--- config.mk ---
export PLATFORM = sky130hd
export DESIGN_NAME = pix_serializer_flat
export DESIGN_NICKNAME = d
export VERILOG_FILES = /design/src/rtl/pix_serializer_if.sv /design/src/rtl/pix_serializer.sv /design/src/flat_wrapper.sv
export SDC_FILE = /design/constraint.sdc
export NUM_CORES = 1
export LEC_CHECK = 0
export CAP_MARGIN = 10
export CORE_MARGIN = 1
export CORE_UTILIZATION = 44
export CTS_CLUSTER_DIAMETER = 120
export CTS_CLUSTER_SIZE = 40
export DETAILED_ROUTE_END_ITERATION = 6
export PLACE_DENSITY = 0.77
export SLEW_MARGIN = 40
export SYNTH_ARGS = -nofsm -noshare
export SYNTH_HDL_FRONTEND = slang
export SYNTH_SLANG_ARGS = --single-unit
--- constraint.sdc ---
create_clock -name pin_clk -period 2 [get_ports pin_clk]
set_input_delay 0.4 -clock pin_clk [delete_from_list [all_inputs] [get_ports pin_clk]]
set_output_delay 0.4 -clock pin_clk [all_outputs]
set_load 0.02 [all_outputs]
--- src/rtl/pix_serializer_if.sv ---
// Pixel serializer bus: video word load, palette/control write port,
// flag clear, and the pixel/colour/status outputs.
// With PIX_SERIALIZER_PALETTE_EN defined, the bus also carries the LUT write port.
//
// Handshake: pal_we is a level request. The slave captures pal_din on every
// rising edge where pal_we is high, and raises pal_ack one cycle later. The
// master holds pal_we and pal_din stable until it sees pal_ack, then drops
// pal_we. pal_ack falls on the cycle after pal_we drops. load, flag_clr and
// lut_we are single-cycle strobes with no reply.
interface pix_serializer_if #(
  parameter int WORD_W   = 16,
  parameter int BPP      = 2,
  parameter int PAL_BITS = 4
);
  logic                load;
  logic [WORD_W-1:0]   word;
  logic                pal_we;
  logic [PAL_BITS:0]   pal_din;
  logic                pal_ack;
  logic                irq_en;
  logic                flag_clr;
  logic [BPP-1:0]      pix;
  logic [3:0]          rgbi;
  logic                empty;
  logic                underrun;
  logic                overrun;
  // Debug view of the palette code currently applied to the pixels
  logic [PAL_BITS-1:0] pal_cur;
`ifdef PIX_SERIALIZER_PALETTE_EN
  logic                    lut_we;
  logic [PAL_BITS+BPP-1:0] lut_addr;
  logic [3:0]              lut_data;

  modport master (
    output load, word, pal_we, pal_din, flag_clr, lut_we, lut_addr, lut_data,
    input  pal_ack, irq_en, pix, rgbi, empty, underrun, overrun, pal_cur
  );
  modport slave (
    input  load, word, pal_we, pal_din, flag_clr, lut_we, lut_addr, lut_data,
    output pal_ack, irq_en, pix, rgbi, empty, underrun, overrun, pal_cur
  );
`else
  modport master (
    output load, word, pal_we, pal_din, flag_clr,
    input  pal_ack, irq_en, pix, rgbi, empty, underrun, overrun, pal_cur
  );
  modport slave (
    input  load, word, pal_we, pal_din, flag_clr,
    output pal_ack, irq_en, pix, rgbi, empty, underrun, overrun, pal_cur
  );
`endif
endinterface

--- src/rtl/pix_serializer.sv ---
// Pixel serializer: takes a video word on load and shifts out BPP-bit pixels,
// pixel 0 (LSBs) first, one per pin_clk. It tracks underrun (pixel due while
// empty) and overrun (word replaced before fully shown) as sticky flags, and
// switches the palette code only on word boundaries to avoid tearing.
// Optional feature macro: PIX_SERIALIZER_PALETTE_EN selects a writable colour
// LUT indexed by {palette, pixel}; otherwise a fixed per-BPP colour map is used.
module pix_serializer #(
  parameter int WORD_W   = 16,
  parameter int BPP      = 2,
  parameter int PAL_BITS = 4
) (
  input logic             pin_clk,
  input logic             pin_rst,
  pix_serializer_if.slave bus
);
  localparam int PPW   = WORD_W / BPP;
  localparam int REM_W = $clog2(PPW + 1);
  localparam logic [REM_W-1:0] REM_LOAD = REM_W'(PPW - 1);

  logic [WORD_W-1:0]   shreg;
  logic [REM_W-1:0]    rem;
  logic                empty_q;
  logic                armed_q;
  logic                underrun_q;
  logic                overrun_q;
  logic [PAL_BITS-1:0] pal_pend;
  logic [PAL_BITS-1:0] pal_cur;
  logic                irq_en_q;
  logic                pal_ack_q;
  logic [BPP-1:0]      pix_w;
  logic [3:0]          color;
  logic                underrun_set;
  logic                overrun_set;

  // A pixel falls due with nothing to show only once a word has ever been loaded
  assign underrun_set = !bus.load && (rem == '0) && armed_q;
  assign overrun_set  = bus.load && (rem != '0);

  // Shifter: load wins over shifting; exhausted shifter refills with ones
  always_ff @(posedge pin_clk) begin
    if (pin_rst) begin
      shreg   <= '1;
      rem     <= '0;
      empty_q <= 1'b1;
      armed_q <= 1'b0;
    end else if (bus.load) begin
      shreg   <= bus.word;
      rem     <= REM_LOAD;
      empty_q <= 1'b0;
      armed_q <= 1'b1;
    end else if (rem != '0) begin
      shreg <= {{BPP{1'b1}}, shreg[WORD_W-1:BPP]};
      rem   <= rem - REM_W'(1);
    end else begin
      shreg   <= '1;
      empty_q <= 1'b1;
    end
  end

  // Sticky status flags: a new event in the same cycle as flag_clr keeps the flag set
  always_ff @(posedge pin_clk) begin
    if (pin_rst) begin
      underrun_q <= 1'b0;
      overrun_q  <= 1'b0;
    end else begin
      underrun_q <= underrun_set || (underrun_q && !bus.flag_clr);
      overrun_q  <= overrun_set  || (overrun_q  && !bus.flag_clr);
    end
  end

  // Palette/control register; the active code only changes at a word load,
  // taking a same-cycle write directly so the new word sees the new code
  always_ff @(posedge pin_clk) begin
    if (pin_rst) begin
      pal_pend  <= '1;
      pal_cur   <= '1;
      irq_en_q  <= 1'b1;
      pal_ack_q <= 1'b0;
    end else begin
      pal_ack_q <= bus.pal_we;
      if (bus.pal_we) begin
        pal_pend <= bus.pal_din[PAL_BITS-1:0];
        irq_en_q <= bus.pal_din[PAL_BITS];
      end
      if (bus.load) begin
        pal_cur <= bus.pal_we ? bus.pal_din[PAL_BITS-1:0] : pal_pend;
      end
    end
  end

  assign pix_w = shreg[BPP-1:0];

`ifdef PIX_SERIALIZER_PALETTE_EN
  logic [3:0] lut_mem [0:(1 << (PAL_BITS + BPP)) - 1];

  // Colour LUT write port; contents survive reset
  always_ff @(posedge pin_clk) begin
    if (bus.lut_we) begin
      lut_mem[bus.lut_addr] <= bus.lut_data;
    end
  end

  assign color = lut_mem[{pal_cur, pix_w}];
`else
  // Fixed colour map; the palette code does not affect colour in this build
  generate
    if (BPP == 4) begin : g_map4
      assign color = 4'(pix_w);
    end else if (BPP == 1) begin : g_map1
      assign color = pix_w[0] ? 4'hF : 4'h0;
    end else begin : g_map2
      // Two-bit codes map to black, blue, green, red
      always_comb begin
        color = 4'h0;
        case (pix_w[1:0])
          2'd0:    color = 4'h0;
          2'd1:    color = 4'h2;
          2'd2:    color = 4'h4;
          default: color = 4'h8;
        endcase
      end
    end
  endgenerate
`endif

  assign bus.pix      = pix_w;
  assign bus.rgbi     = empty_q ? 4'h0 : color;
  assign bus.empty    = empty_q;
  assign bus.underrun = underrun_q;
  assign bus.overrun  = overrun_q;
  assign bus.irq_en   = irq_en_q;
  assign bus.pal_ack  = pal_ack_q;
  assign bus.pal_cur  = pal_cur;
endmodule
--- src/flat_wrapper.sv ---
// flat-port wrapper written by rule: the top's interface ports become plain ports
module pix_serializer_flat 
#(
  parameter int WORD_W   = 16,
  parameter int BPP      = 2,
  parameter int PAL_BITS = 4
)
  (pin_clk, pin_rst, bus_load, bus_word, bus_pal_we, bus_pal_din, bus_flag_clr, bus_pal_ack, bus_irq_en, bus_pix, bus_rgbi, bus_empty, bus_underrun, bus_overrun, bus_pal_cur);
  pix_serializer_if #(.WORD_W(WORD_W), .BPP(BPP), .PAL_BITS(PAL_BITS)) bus_i ();
  input logic pin_clk;
  input logic pin_rst;
  input wire logic [$bits(bus_i.load)-1:0] bus_load;
  input wire logic [$bits(bus_i.word)-1:0] bus_word;
  input wire logic [$bits(bus_i.pal_we)-1:0] bus_pal_we;
  input wire logic [$bits(bus_i.pal_din)-1:0] bus_pal_din;
  input wire logic [$bits(bus_i.flag_clr)-1:0] bus_flag_clr;
  output wire logic [$bits(bus_i.pal_ack)-1:0] bus_pal_ack;
  output wire logic [$bits(bus_i.irq_en)-1:0] bus_irq_en;
  output wire logic [$bits(bus_i.pix)-1:0] bus_pix;
  output wire logic [$bits(bus_i.rgbi)-1:0] bus_rgbi;
  output wire logic [$bits(bus_i.empty)-1:0] bus_empty;
  output wire logic [$bits(bus_i.underrun)-1:0] bus_underrun;
  output wire logic [$bits(bus_i.overrun)-1:0] bus_overrun;
  output wire logic [$bits(bus_i.pal_cur)-1:0] bus_pal_cur;
  assign bus_i.load = bus_load;
  assign bus_i.word = bus_word;
  assign bus_i.pal_we = bus_pal_we;
  assign bus_i.pal_din = bus_pal_din;
  assign bus_i.flag_clr = bus_flag_clr;
  assign bus_pal_ack = bus_i.pal_ack;
  assign bus_irq_en = bus_i.irq_en;
  assign bus_pix = bus_i.pix;
  assign bus_rgbi = bus_i.rgbi;
  assign bus_empty = bus_i.empty;
  assign bus_underrun = bus_i.underrun;
  assign bus_overrun = bus_i.overrun;
  assign bus_pal_cur = bus_i.pal_cur;
  pix_serializer #(.WORD_W(WORD_W), .BPP(BPP), .PAL_BITS(PAL_BITS)) u_core (.pin_clk(pin_clk), .pin_rst(pin_rst), .bus(bus_i));
endmodule
=== Word level (Yosys, flattened, before mapping) ===
Index checks and enable logic that the tools add are counted.

* Equal/unequal tests: 3
* Muxes and demuxes: 9
* Add/sub/neg operators: 1
* Reduce and logical (&&, ||, !) cells: 14

{| class="wikitable"
|+ Operators with widths
! kind !! count
|-
| 16-bit 2-to-1 mux || 1
|-
| 14-bit 2-to-1 mux || 1
|-
| 4-bit one-hot mux with 3 select lines || 1
|-
| 4-bit 2-to-1 mux || 2
|-
| 3-bit 2-to-1 mux || 2
|-
| 1-bit logical AND || 5
|-
| 4-bit zero test || 1
|-
| 4-bit nonzero test || 1
|-
| 4-bit by 1-bit subtractor with 4-bit output (second input constant) || 1
|-
| 2-bit by 1-bit == test with 1-bit output (second input constant) || 1
|-
| 2-bit == test (second input constant) || 1
|-
| 1-bit zero test || 2
|-
| 2-bit zero test || 1
|-
| 1-bit logical OR || 2
|-
| 1-bit 2-to-1 mux || 2
|-
| 2-bit inequality test (second input constant) || 1
|-
| 2-bit nonzero test || 1
|-
| 2-bit OR reduction || 1
|}

* Logic and storage cells: 38
* Input port bits: 26
* Output and inout bits: 15
* Flip-flop bits (word level): 34

=== Longest topological paths before layout ===
Gate-level depths: netlist (run 1).

* Depth in word-level cells: 4
* Gate-level depth with buffers: 7
* Mapped depth without buffers: 5

=== Least setup slack after synthesis (run 1) ===
No wires, ideal clock.

* Path kind: reg-to-reg
* Start: register u_core.rem[0]
* End: register u_core.shreg[10]
* Arrival time: 1.464 ns
* Clock period less this slack: 1.581 ns
* Cell stages (with the launch flop): 8
* Buffers on the path: 2
* Path slack: 0.419 ns
* Data required time: 1.883 ns
* Library setup time: 0.117 ns
* Cells stage by stage: dfxtp_1 -> inv_1 -> ha_1 -> nor3b_4 -> or3_1 -> buf_6 -> buf_8 -> o22a_1

* Cells in the longest elaborated chain, start to end: 3

{| class="wikitable"
|+ RTL lines
! what !! RTL line !! RTL
|-
| start, declared || pix_serializer.sv:21 || <nowiki>logic [REM_W-1:0] rem;</nowiki>
|-
| start signal, assigned || pix_serializer.sv:53 || <nowiki>rem <= rem - REM_W'(1);</nowiki>
|-
| 4-bit nonzero test || pix_serializer.sv:51 || <nowiki>end else if (rem != '0) begin</nowiki>
|-
| 14-bit 2-to-1 mux || pix_serializer.sv:51 ||
|-
| 16-bit 2-to-1 mux || pix_serializer.sv:46 || <nowiki>end else if (bus.load) begin</nowiki>
|-
| end signal, assigned || pix_serializer.sv:47 || <nowiki>shreg <= bus.word;</nowiki>
|-
| end signal, assigned || pix_serializer.sv:52 || <nowiki>shreg <= {{BPP{1'b1}}, shreg[WORD_W-1:BPP]};</nowiki>
|-
| end, declared || pix_serializer.sv:20 || <nowiki>logic [WORD_W-1:0] shreg;</nowiki>
|}

Every way passes these cells.
A chain may end at the register's enable or synchronous reset.

=== Worst setup path in the final report (run 1) ===
* Start: register u_core.empty_q, in the netlist u_core.bus.empty
* End: output port bus_rgbi[3]

* Cells in the longest elaborated chain, start to end: 1

{| class="wikitable"
|+ RTL lines
! what !! RTL line !! RTL
|-
| start, declared || pix_serializer.sv:22 || <nowiki>logic empty_q;</nowiki>
|-
| start signal, assigned || pix_serializer.sv:44 || <nowiki>empty_q <= 1'b1;</nowiki>
|-
| start signal, assigned || pix_serializer.sv:49 || <nowiki>empty_q <= 1'b0;</nowiki>
|-
| start signal, assigned || pix_serializer.sv:56 || <nowiki>empty_q <= 1'b1;</nowiki>
|-
| 4-bit 2-to-1 mux || pix_serializer.sv:127 || <nowiki>assign bus.rgbi = empty_q ? 4'h0 : color;</nowiki>
|-
| end, declared || flat_wrapper.sv:20 || <nowiki>output wire logic [$bits(bus_i.rgbi)-1:0] bus_rgbi;</nowiki>
|}

Every way passes these cells.

==> flow_summary.yaml, run 1 <==
worst_setup_path:
  cp_slowest_cell: "clkdlybuf4s50_1"
  critPathTopFamily: "buffers and inverters"
  crit_fanout: 5
  crit_arrival_ns: 1.50
  cp.required_ns: 1.60
  end_kind: "primary output"
  path_buf_inv: 1
  critPathKind: "flop to primary output"
  start_kind: "flop"
  crit_chain: "and3b_1 -> clkdlybuf4s50_1"
  slowest_delay_ns: 0.59
global_route:
  grt_pass1_vias: 837
  use_met1: 0.2007
  grt_use_total: 0.1766
  antenna_found_initial: 0
  grt_use_met3: 0.06667
  grt_max_degree: 17
  grt-ovfl-total: 0
  grt_use_met2: 0.2791
  busiest_layer: "met2"
  grt_pass1_wl_mm: 3.491
floorplanning:
  num_rows: 18
  io_pins: 41
  die_w_microns: 54.79
  start_util: 0.4818
  die-height_microns: 54.79
  fp.coreArea_sq_mm: 0.002545
  die_area_sq_mm: 0.003002
timing:
  finClkSkew_ns: 0.006667
  slew_headroom: 0.6207
  finalMaxSlewViolations: 0
  max_freq_ghz: 0.5273
  hold_ws_ns: 0.4453
  worstMarginPinSlew_ns: 0.5689
  finalHoldViolCount: 0
  setup_viol: 0
  rsz0062_at_grt: "false"
  tns_ns: 0
  timing.final.crit_share: 0.9482
  min_period_ns: 1.896
logic_synthesis:
  netlist_area_sq_mm: 0.001226
  syn_inst: 109
  synth_seq_cells: 34
  synth.distinct_cells: 30
  ys_seq_area_frac: 0.5551
  yosysTopAreaCell: "dfxtp_1"
  syn_nets: 136
  yosys-top-cells-area: "dfxtp_1, o22a_1, o22a_2"
  syn_area_per_cell_sq_um: 11.25
  yosysWarnings: 0
  yosysTopAreaCellShare: 0.5551
power:
  leakage_nw: 0.6952
  power_density_mw_per_mm2: 947.3
  peakVddDrop_v: 0.0009363
placed_design:
  place.gp.congestion: 0.7233
  port_buffers: 39
final_layout:
  fin_nets: 173
  area.growth.synth_to_final_pct: 39.29
  fill_cells: 207
  drive_gt1_frac: 0.1156
  antennaDiodeCount: 0
drt:
  wirelength_mm: 2.304
  wire_per_inst_microns: 13.02
  drtIter0Drc: 16
  drc: 0
  vias_per_cell: 4.977
  drt-pass1-iter-count: 4
  ant_nets: 0
  route.vias.total: 881
job:
  max_cap_violations: 0
cts:
  path_clk_slew_ns: 0.10
  root_buffer: "clkbuf_4"
  clockBufferDepth: 2
  cts.sinks: 34
  clk_latency_ns: 0.33
  tritoncts: "yes"
  htree_num_levels: 2
  post_cts_buffers: 0
  cts_buffers: 5
run_status:
  outcome: "complete, no violations"
hold_path:
  holdCritPathClass: "flop to flop"
[timing repair]
| item | in CTS | in global routing |
|---|---|---|
| gates resized for setup | 0 | 2 |
| setup endpoints to repair | 0 | 2 |
| hold buffers | 0 | 0 |
[registers in the layout, indices dropped and copies added (netlist names)]
name and cells:
u_core.armed_q 1, u_core.bus.empty 1, u_core.bus.irq_en 1, u_core.bus.overrun 1, u_core.bus.pal_ack 1, u_core.bus.pal_cur 4, u_core.bus.underrun 1, u_core.pal_pend 4
u_core.rem 4, u_core.shreg 16
[cells in the final DEF, fill, tap and decap left out, drive strengths merged]
master,netlist,final
dfxtp,34,34
xnor2,2,2
nor2b,2,2
inv,4,4
conb,1,1
clkdlybuf4s50,0,37
o22a,14,14
nand2b,7,7
mux2i,4,4
a2bb2oi,1,1
a311oi,1,1
or2,2,2
nor2,9,9
a31oi,1,1
ha,1,1
and3b,1,1
bufinv,0,2
a211o,5,5
nor3b,4,4
buf,7,1
nor3,1,1
o21ai,1,1
a32oi,1,1
dlymetal6s2s,0,2
nand3b,1,1
clkbuf,3,6
or3,1,1
a21oi,1,1
[stage by stage]
| step | utilization | cell area [sq um] | power [mW] | worst slack (ns) | std cells |
|---|---|---|---|---|---|
| 2_1_floorplan | - | 1226 | 0.8918 | 0.4191 | 109 |
| 3_3_place_gp | 0.6254 | 1592 | 0.9761 | 0.06763 | 169 |
| 3_5_place_dp | 0.6254 | 1592 | 0.9823 | 0.04092 | 169 |
| 4_1_cts | 0.6691 | 1703 | 1.628 | 0.006295 | 177 |
| 5_1_grt | 0.6711 | 1708 | 1.688 | 0.04249 | 177 |
| 6_report | 0.6711 | 1708 | 1.618 | 0.1035 | 177 |
[power by group]
group	leakage, nW	switching (mW)	internal, mW	total [mW]
clock network	0.0585	0.227	0.423	0.650
logic	0.355	0.0951	0.130	0.225
registers	0.282	0.0216	0.721	0.743
total	0.695	0.343	1.27	1.62
[worst reg2reg max path: stages, from the launching register on]
cell     delay [ns]
dfxtp_1        0.35
inv_1          0.07
ha_1           0.22
nor3b_4        0.19
or3_1          0.53
o22a_2         0.29
[per-layer routing]
metal,part of all wire,wire (microns),vias to the layer above
met4,0.010,24,0
met2,0.46,1070,25
li1,-,-,453
met5,0,0,-
met3,0.058,133,4
met1,0.47,1076,399
[final timing paths]
path / endpoint / startpoint / slack (ns) / cells after the start
max: bus_rgbi[3] / u_core.bus.empty$_SDFFE_PP1P_ / 0.10 / 2
min: u_core.shreg[7]$_SDFF_PP1_ / u_core.shreg[9]$_SDFF_PP1_ / 0.45 / 1
max reg2reg: u_core.shreg[0]$_SDFF_PP1_ / u_core.rem[0]$_SDFFE_PP0P_ / 0.26 / 5
min reg2reg: u_core.shreg[7]$_SDFF_PP1_ / u_core.shreg[9]$_SDFF_PP1_ / 0.45 / 1
[cell families after synthesis]
| logic type | share of synthesized area |
|---|---|
| mux | 0.03265 |
| fa+ha+maj | 0.01020 |
| simple gates | 0.1398 |
| flops | 0.5551 |
| xor+xnor | 0.01429 |
| buf+inv | 0.06938 |
| other cells | 0.003058 |
| compound gates | 0.1755 |
[layout make-up]
cell class | count | area (sq um) | share of cell area
multi-input combinational | 61 | 460.4 | 0.2696
clock buffer | 6 | 51.30 | 0.03004
clock inverter | 2 | 60.06 | 0.03516
sequential | 34 | 680.7 | 0.3985
timing repair buffer | 40 | 402.9 | 0.2359
inverter | 4 | 15.01 | 0.008791
tap | 30 | 37.54 | 0.02198
[cells in the mapped netlist, drive strengths merged]
library cell,instances
a211o,5
a21oi,1
a2bb2oi,1
a311oi,1
a31oi,1
a32oi,1
and3b,1
buf,7
clkbuf,3
conb,1
dfxtp,34
ha,1
inv,4
mux2i,4
nand2b,7
nand3b,1
nor2,9
nor2b,2
nor3,1
nor3b,4
o21ai,1
o22a,14
or2,2
or3,1
xnor2,2
(Power assumes the default switching activity.)
==> inputs of run 2 (changes only) <==
- PLACE_DENSITY: 0.77 -> 0.75
==> run 2 against run 1 <==
Compared with the run above: sequential power is essentially flat; sequential cell count is the same; sequential share of layout area grew 0.83 points; first-iteration DRC count shrank 38%; utilization shrank 1.4 points; hold slack lost 0.0048 ns; total power shrank 13%; via count grew 0.68%; die area is the same; routed wire length shrank 9.4%; critical endpoint is now bus_rgbi[2]; largest power group unchanged.
==> flow_summary.yaml, run 2 (synthesis results as in run 1) <==
run_status:
  outcome: "complete, no violations"
power:
  internal_power_mw: 1.091
  seq_power_share: 0.526
  combPwrFrac: 0.157
  peakVddDrop_v: 0.0005946
  power_density_mw_per_mm2: 844.5
  leakage_nw: 0.6633
  swShare: 0.2278
  clkPwrFrac: 0.317
  p_sw_uw: 321.9
final_layout:
  drive_gt1_frac: 0.1156
  final_common_cell: "clkdlybuf4s50_1"
  largest_register: "u_core.shreg"
  regArea_sq_um: 680.7
  multiInputGateArea_sq_um: 460.4
  antennaDiodeCount: 0
  most-common-layout-cells: "clkdlybuf4s50_1, dfxtp_1, nor2_1, o22a_1, nand2b_1"
  fin_nets: 173
  area.growth.synth_to_final_pct: 36.43
  fill_cells: 209
  largest_reg_flops: 16
  utilization: 0.6573
worst_setup_path:
  slowest_delay_ns: 0.63
  cp.required_ns: 1.60
  crit_arrival_ns: 1.51
  start_kind: "flop"
  path_buf_inv: 1
  crit_chain: "nor3b_1 -> clkdlybuf4s50_1"
  crit_fanout: 4
  end_kind: "primary output"
  critPathKind: "flop to primary output"
  critPathTopFamily: "buffers and inverters"
  cp_slowest_cell: "clkdlybuf4s50_1"
timing:
  max_freq_ghz: 0.5233
  setup_viol: 0
  rsz0062_at_grt: "false"
  layout_setup_ws_ns: 0.08918
  finalHoldViolCount: 0
  finalMaxSlewViolations: 0
  worstMarginPinSlew_ns: 0.5436
  slew_headroom: 0.6376
  timing.final.crit_share: 0.9554
  min_period_ns: 1.911
  tns_ns: 0
  finClkSkew_ns: 0.005267
floorplanning:
  num_rows: 18
  start_util: 0.4818
  die_area_sq_mm: 0.003002
  die_w_microns: 54.79
  die-height_microns: 54.79
  fp.coreArea_sq_mm: 0.002545
  io_pins: 41
placed_design:
  port_buffers: 39
  hpwl_mm: 1.517
  dp_slack_ns: 0.04199
  place.gp.congestion: 0.7175
hold_path:
  holdCritPathClass: "flop to flop"
cts:
  cts.sinks: 34
  clockBufferDepth: 2
  root_buffer: "clkbuf_4"
  path_clk_slew_ns: 0.09
  tritoncts: "yes"
  htree_num_levels: 2
  post_cts_buffers: 0
  clk_latency_ns: 0.32
  cts_buffers: 5
global_route:
  grt_use_total: 0.1575
  grt_max_degree: 17
  antenna_found_initial: 0
  grt_pass1_vias: 746
  grt_pass1_wl_mm: 3.125
  grt-ovfl-total: 0
drt:
  drtIter0Drc: 10
  ant_nets: 0
  route.vias.total: 887
  drc: 0
  wire_per_inst_microns: 11.79
  vias_per_cell: 5.011
  wirelength_mm: 2.087
  drt-pass1-iter-count: 4
job:
  max_cap_violations: 0
==> run 2: cell type report <==
type	instances	area share
tap	30	0.02244
multi-input combinational	61	0.2752
sequential	34	0.4069
clock buffer	8	0.04712
inverter	4	0.008975
timing repair buffer	40	0.2393
==> run 2: layer usage <==
layer	track usage	routed length [microns]
met5	0	0
met1	0.1686	941
met3	0.08889	152
met2	0.2470	974
met4	0.07692	19
==> run 2: worst reg2reg max path, delay by kind of cell, from the launching register on <==
family | cells | cell delay [ns]
DFF | 1 | 0.34
and+or+nand+nor | 2 | 0.72
adders and majority gates | 1 | 0.22
AOI/OAI and AO/OA | 1 | 0.29
buffers and inverters | 1 | 0.06
==> run 2: power groups by stage <==
| stage | Combinational (mW) | Clock (mW) | Sequential (mW) |
|---|---|---|---|
| after floorplan | 0.122 | 0 | 0.770 |
| after detailed placement | 0.223 | 0 | 0.759 |
| final | 0.222 | 0.449 | 0.743 |
| after global routing | 0.241 | 0.504 | 0.748 |
| after global placement | 0.219 | 0 | 0.757 |
| after CTS | 0.224 | 0.465 | 0.743 |
==> run 2: stage by stage <==
| step | instances | power [mW] | cell area [sq um] | hold slack (ns) |
|---|---|---|---|---|
| after CTS | 177 | 1.433 | 1670 | 0.4437 |
| after global routing | 177 | 1.493 | 1673 | 0.4631 |
| after global placement | 169 | 0.9760 | 1592 | 0.4151 |
| after detailed placement | 169 | 0.9815 | 1592 | 0.4220 |
| final | 177 | 1.413 | 1673 | 0.4405 |
| after floorplan | 109 | 0.8918 | 1226 | 0.4132 |
==> run 2: repair_timing <==
action                                  4_1_cts  5_1_grt
hold buffers                                  0        0
endpoints found under the hold margin         0        0
endpoints found under the setup margin        0        1
gates resized for setup                       0        1
==> run 2: worst paths after layout <==
path | slack, ns | start | end | cells after the start
worst max-delay path | 0.09 | u_core.shreg[1]$_SDFF_PP1_ | bus_rgbi[2] | 2
worst min-delay path | 0.44 | u_core.shreg[12]$_SDFF_PP1_ | u_core.shreg[10]$_SDFF_PP1_ | 1
worst max register to register | 0.27 | u_core.rem[0]$_SDFFE_PP0P_ | u_core.shreg[2]$_SDFF_PP1_ | 5
worst min register to register | 0.44 | u_core.shreg[12]$_SDFF_PP1_ | u_core.shreg[10]$_SDFF_PP1_ | 1
==> inputs of run 3 (changes only) <==
- RECOVER_POWER: not set -> 100
==> run 3 against run 2 <==
Compared with the run above: register-to-register slack barely moved; clock power barely moved; fmax rose by 0.29%; worst setup slack improved by 0.0055 ns; sequential share of layout area rose by 0.31 points; total power fell by 0.67%.
==> flow_summary.yaml, run 3 (synthesis results as in run 1) <==
timing:
  max_freq_ghz: 0.5248
  finalHoldViolCount: 0
  finalMaxSlewViolations: 0
  rsz0062_at_grt: "false"
  min_period_ns: 1.905
  slew_headroom: 0.6370
  tns_ns: 0
  finClkSkew_ns: 0.003484
  hold_ws_ns: 0.4418
  layout_setup_ws_ns: 0.09467
  setup_viol: 0
  worstMarginPinSlew_ns: 0.5444
  timing.final.crit_share: 0.9527
cts:
  post_cts_buffers: 0
  root_buffer: "clkbuf_4"
  htree_num_levels: 2
  clockBufferDepth: 2
  path_clk_slew_ns: 0.09
  clk_latency_ns: 0.32
  cts_buffers: 5
  tritoncts: "yes"
  cts.sinks: 34
placed_design:
  place.gp.congestion: 0.7175
  port_buffers: 39
  dp_slack_ns: 0.04199
  hpwl_mm: 1.517
final_layout:
  final_common_cell: "dfxtp_1"
  antennaDiodeCount: 0
  drive_gt1_frac: 0.1088
  largest_register: "u_core.shreg"
  most-common-layout-cells: "dfxtp_1, clkdlybuf4s50_1, dlygate4sd3_1, nor2_1, o22a_1"
  fin_nets: 173
  regArea_sq_um: 680.7
  fill_cells: 213
  largest_reg_flops: 16
  area.growth.synth_to_final_pct: 35.41
  multiInputGateArea_sq_um: 460.4
global_route:
  grt-ovfl-total: 0
  grt_use_total: 0.1575
  grt_pass1_wl_mm: 3.125
  grt_pass1_vias: 746
  grt_max_degree: 17
  antenna_found_initial: 0
power:
  power_density_mw_per_mm2: 845.2
  peakVddDrop_v: 0.0005913
  leakage_nw: 0.6340
floorplanning:
  num_rows: 18
  fp.coreArea_sq_mm: 0.002545
  die_area_sq_mm: 0.003002
  start_util: 0.4818
  io_pins: 41
  die-height_microns: 54.79
  die_w_microns: 54.79
drt:
  vias_per_cell: 4.960
  wire_per_inst_microns: 11.74
  route.vias.total: 878
  drtIter0Drc: 10
  ant_nets: 0
  drc: 0
  wirelength_mm: 2.078
  drt-pass1-iter-count: 4
worst_setup_path:
  critPathKind: "flop to primary output"
  r2r_slack_ns: 0.28
  critPathLaunch: "u_core.shreg[1]$_SDFF_PP1_"
  start_kind: "flop"
  reg2reg_depth: 5
  cp.required_ns: 1.60
  reg2reg_to: "u_core.shreg[2]$_SDFF_PP1_"
  crit_fanout: 4
  crit_arrival_ns: 1.51
  r2r-start: "u_core.rem[0]$_SDFFE_PP0P_"
  end_kind: "primary output"
run_status:
  outcome: "complete, no violations"
hold_path:
  holdPathEnd: "u_core.shreg[10]$_SDFF_PP1_"
  worstHoldStart: "u_core.shreg[12]$_SDFF_PP1_"
  holdPathStages: 1
  holdCritPathClass: "flop to flop"
job:
  max_cap_violations: 0
-- run 3: final cells by class --
class,instances,area share
timing repair buffer,40,0.2336
clock buffer,8,0.04748
tap,30,0.02261
multi-input combinational,61,0.2773
sequential,34,0.4099
inverter,4,0.009043
-- run 3: power by group --
part           switching (mW)  internal (mW)  total (mW)
clock                   0.207          0.240       0.447
combinational          0.0921          0.122       0.214
sequential             0.0207          0.721       0.742
-- run 3: per-layer routing --
metal  global-route usage  routed length [microns]  up-vias
li1                     -                        -      453
met1               0.1686                      941      399
met2               0.2470                      965       24
met3              0.08889                      151        2
met4              0.07692                       19        0
met5                    0                        0        -
-- run 3: repair_timing --
item                                    in CTS  in global routing
resized for setup                            0                  1
endpoints found under the setup margin       0                  1
hold buffers                                 0                  0
-- run 3: metrics by stage --
stage                       util  std cells  instance area, sq um  total power [mW]
final                     0.6524        177                  1660             1.403
after global routing      0.6524        177                  1660             1.484
after CTS                 0.6563        177                  1670             1.433
after detailed placement  0.6254        169                  1592            0.9815
after global placement    0.6254        169                  1592            0.9760
after floorplan                -        109                  1226            0.8918
-- run 3: worst max path at each step --
stage / cells past startpoint / end / slack, ns
global placement: 3 / u_core.shreg[1]$_SDFF_PP1_ / 0.06
CTS: 2 / bus_rgbi[1] / 0.07
finish: 2 / bus_rgbi[2] / 0.09
global route: 2 / bus_rgbi[2] / 0.02
floorplan: 7 / u_core.shreg[10]$_SDFF_PP1_ / 0.42
detailed placement: 3 / u_core.shreg[2]$_SDFF_PP1_ / 0.04
-- run 3: worst max-delay path, cell delays in order (launching register included) --
cell,delay (ns)
dfxtp_1,0.37
nor3b_1,0.19
clkdlybuf4s50_1,0.63
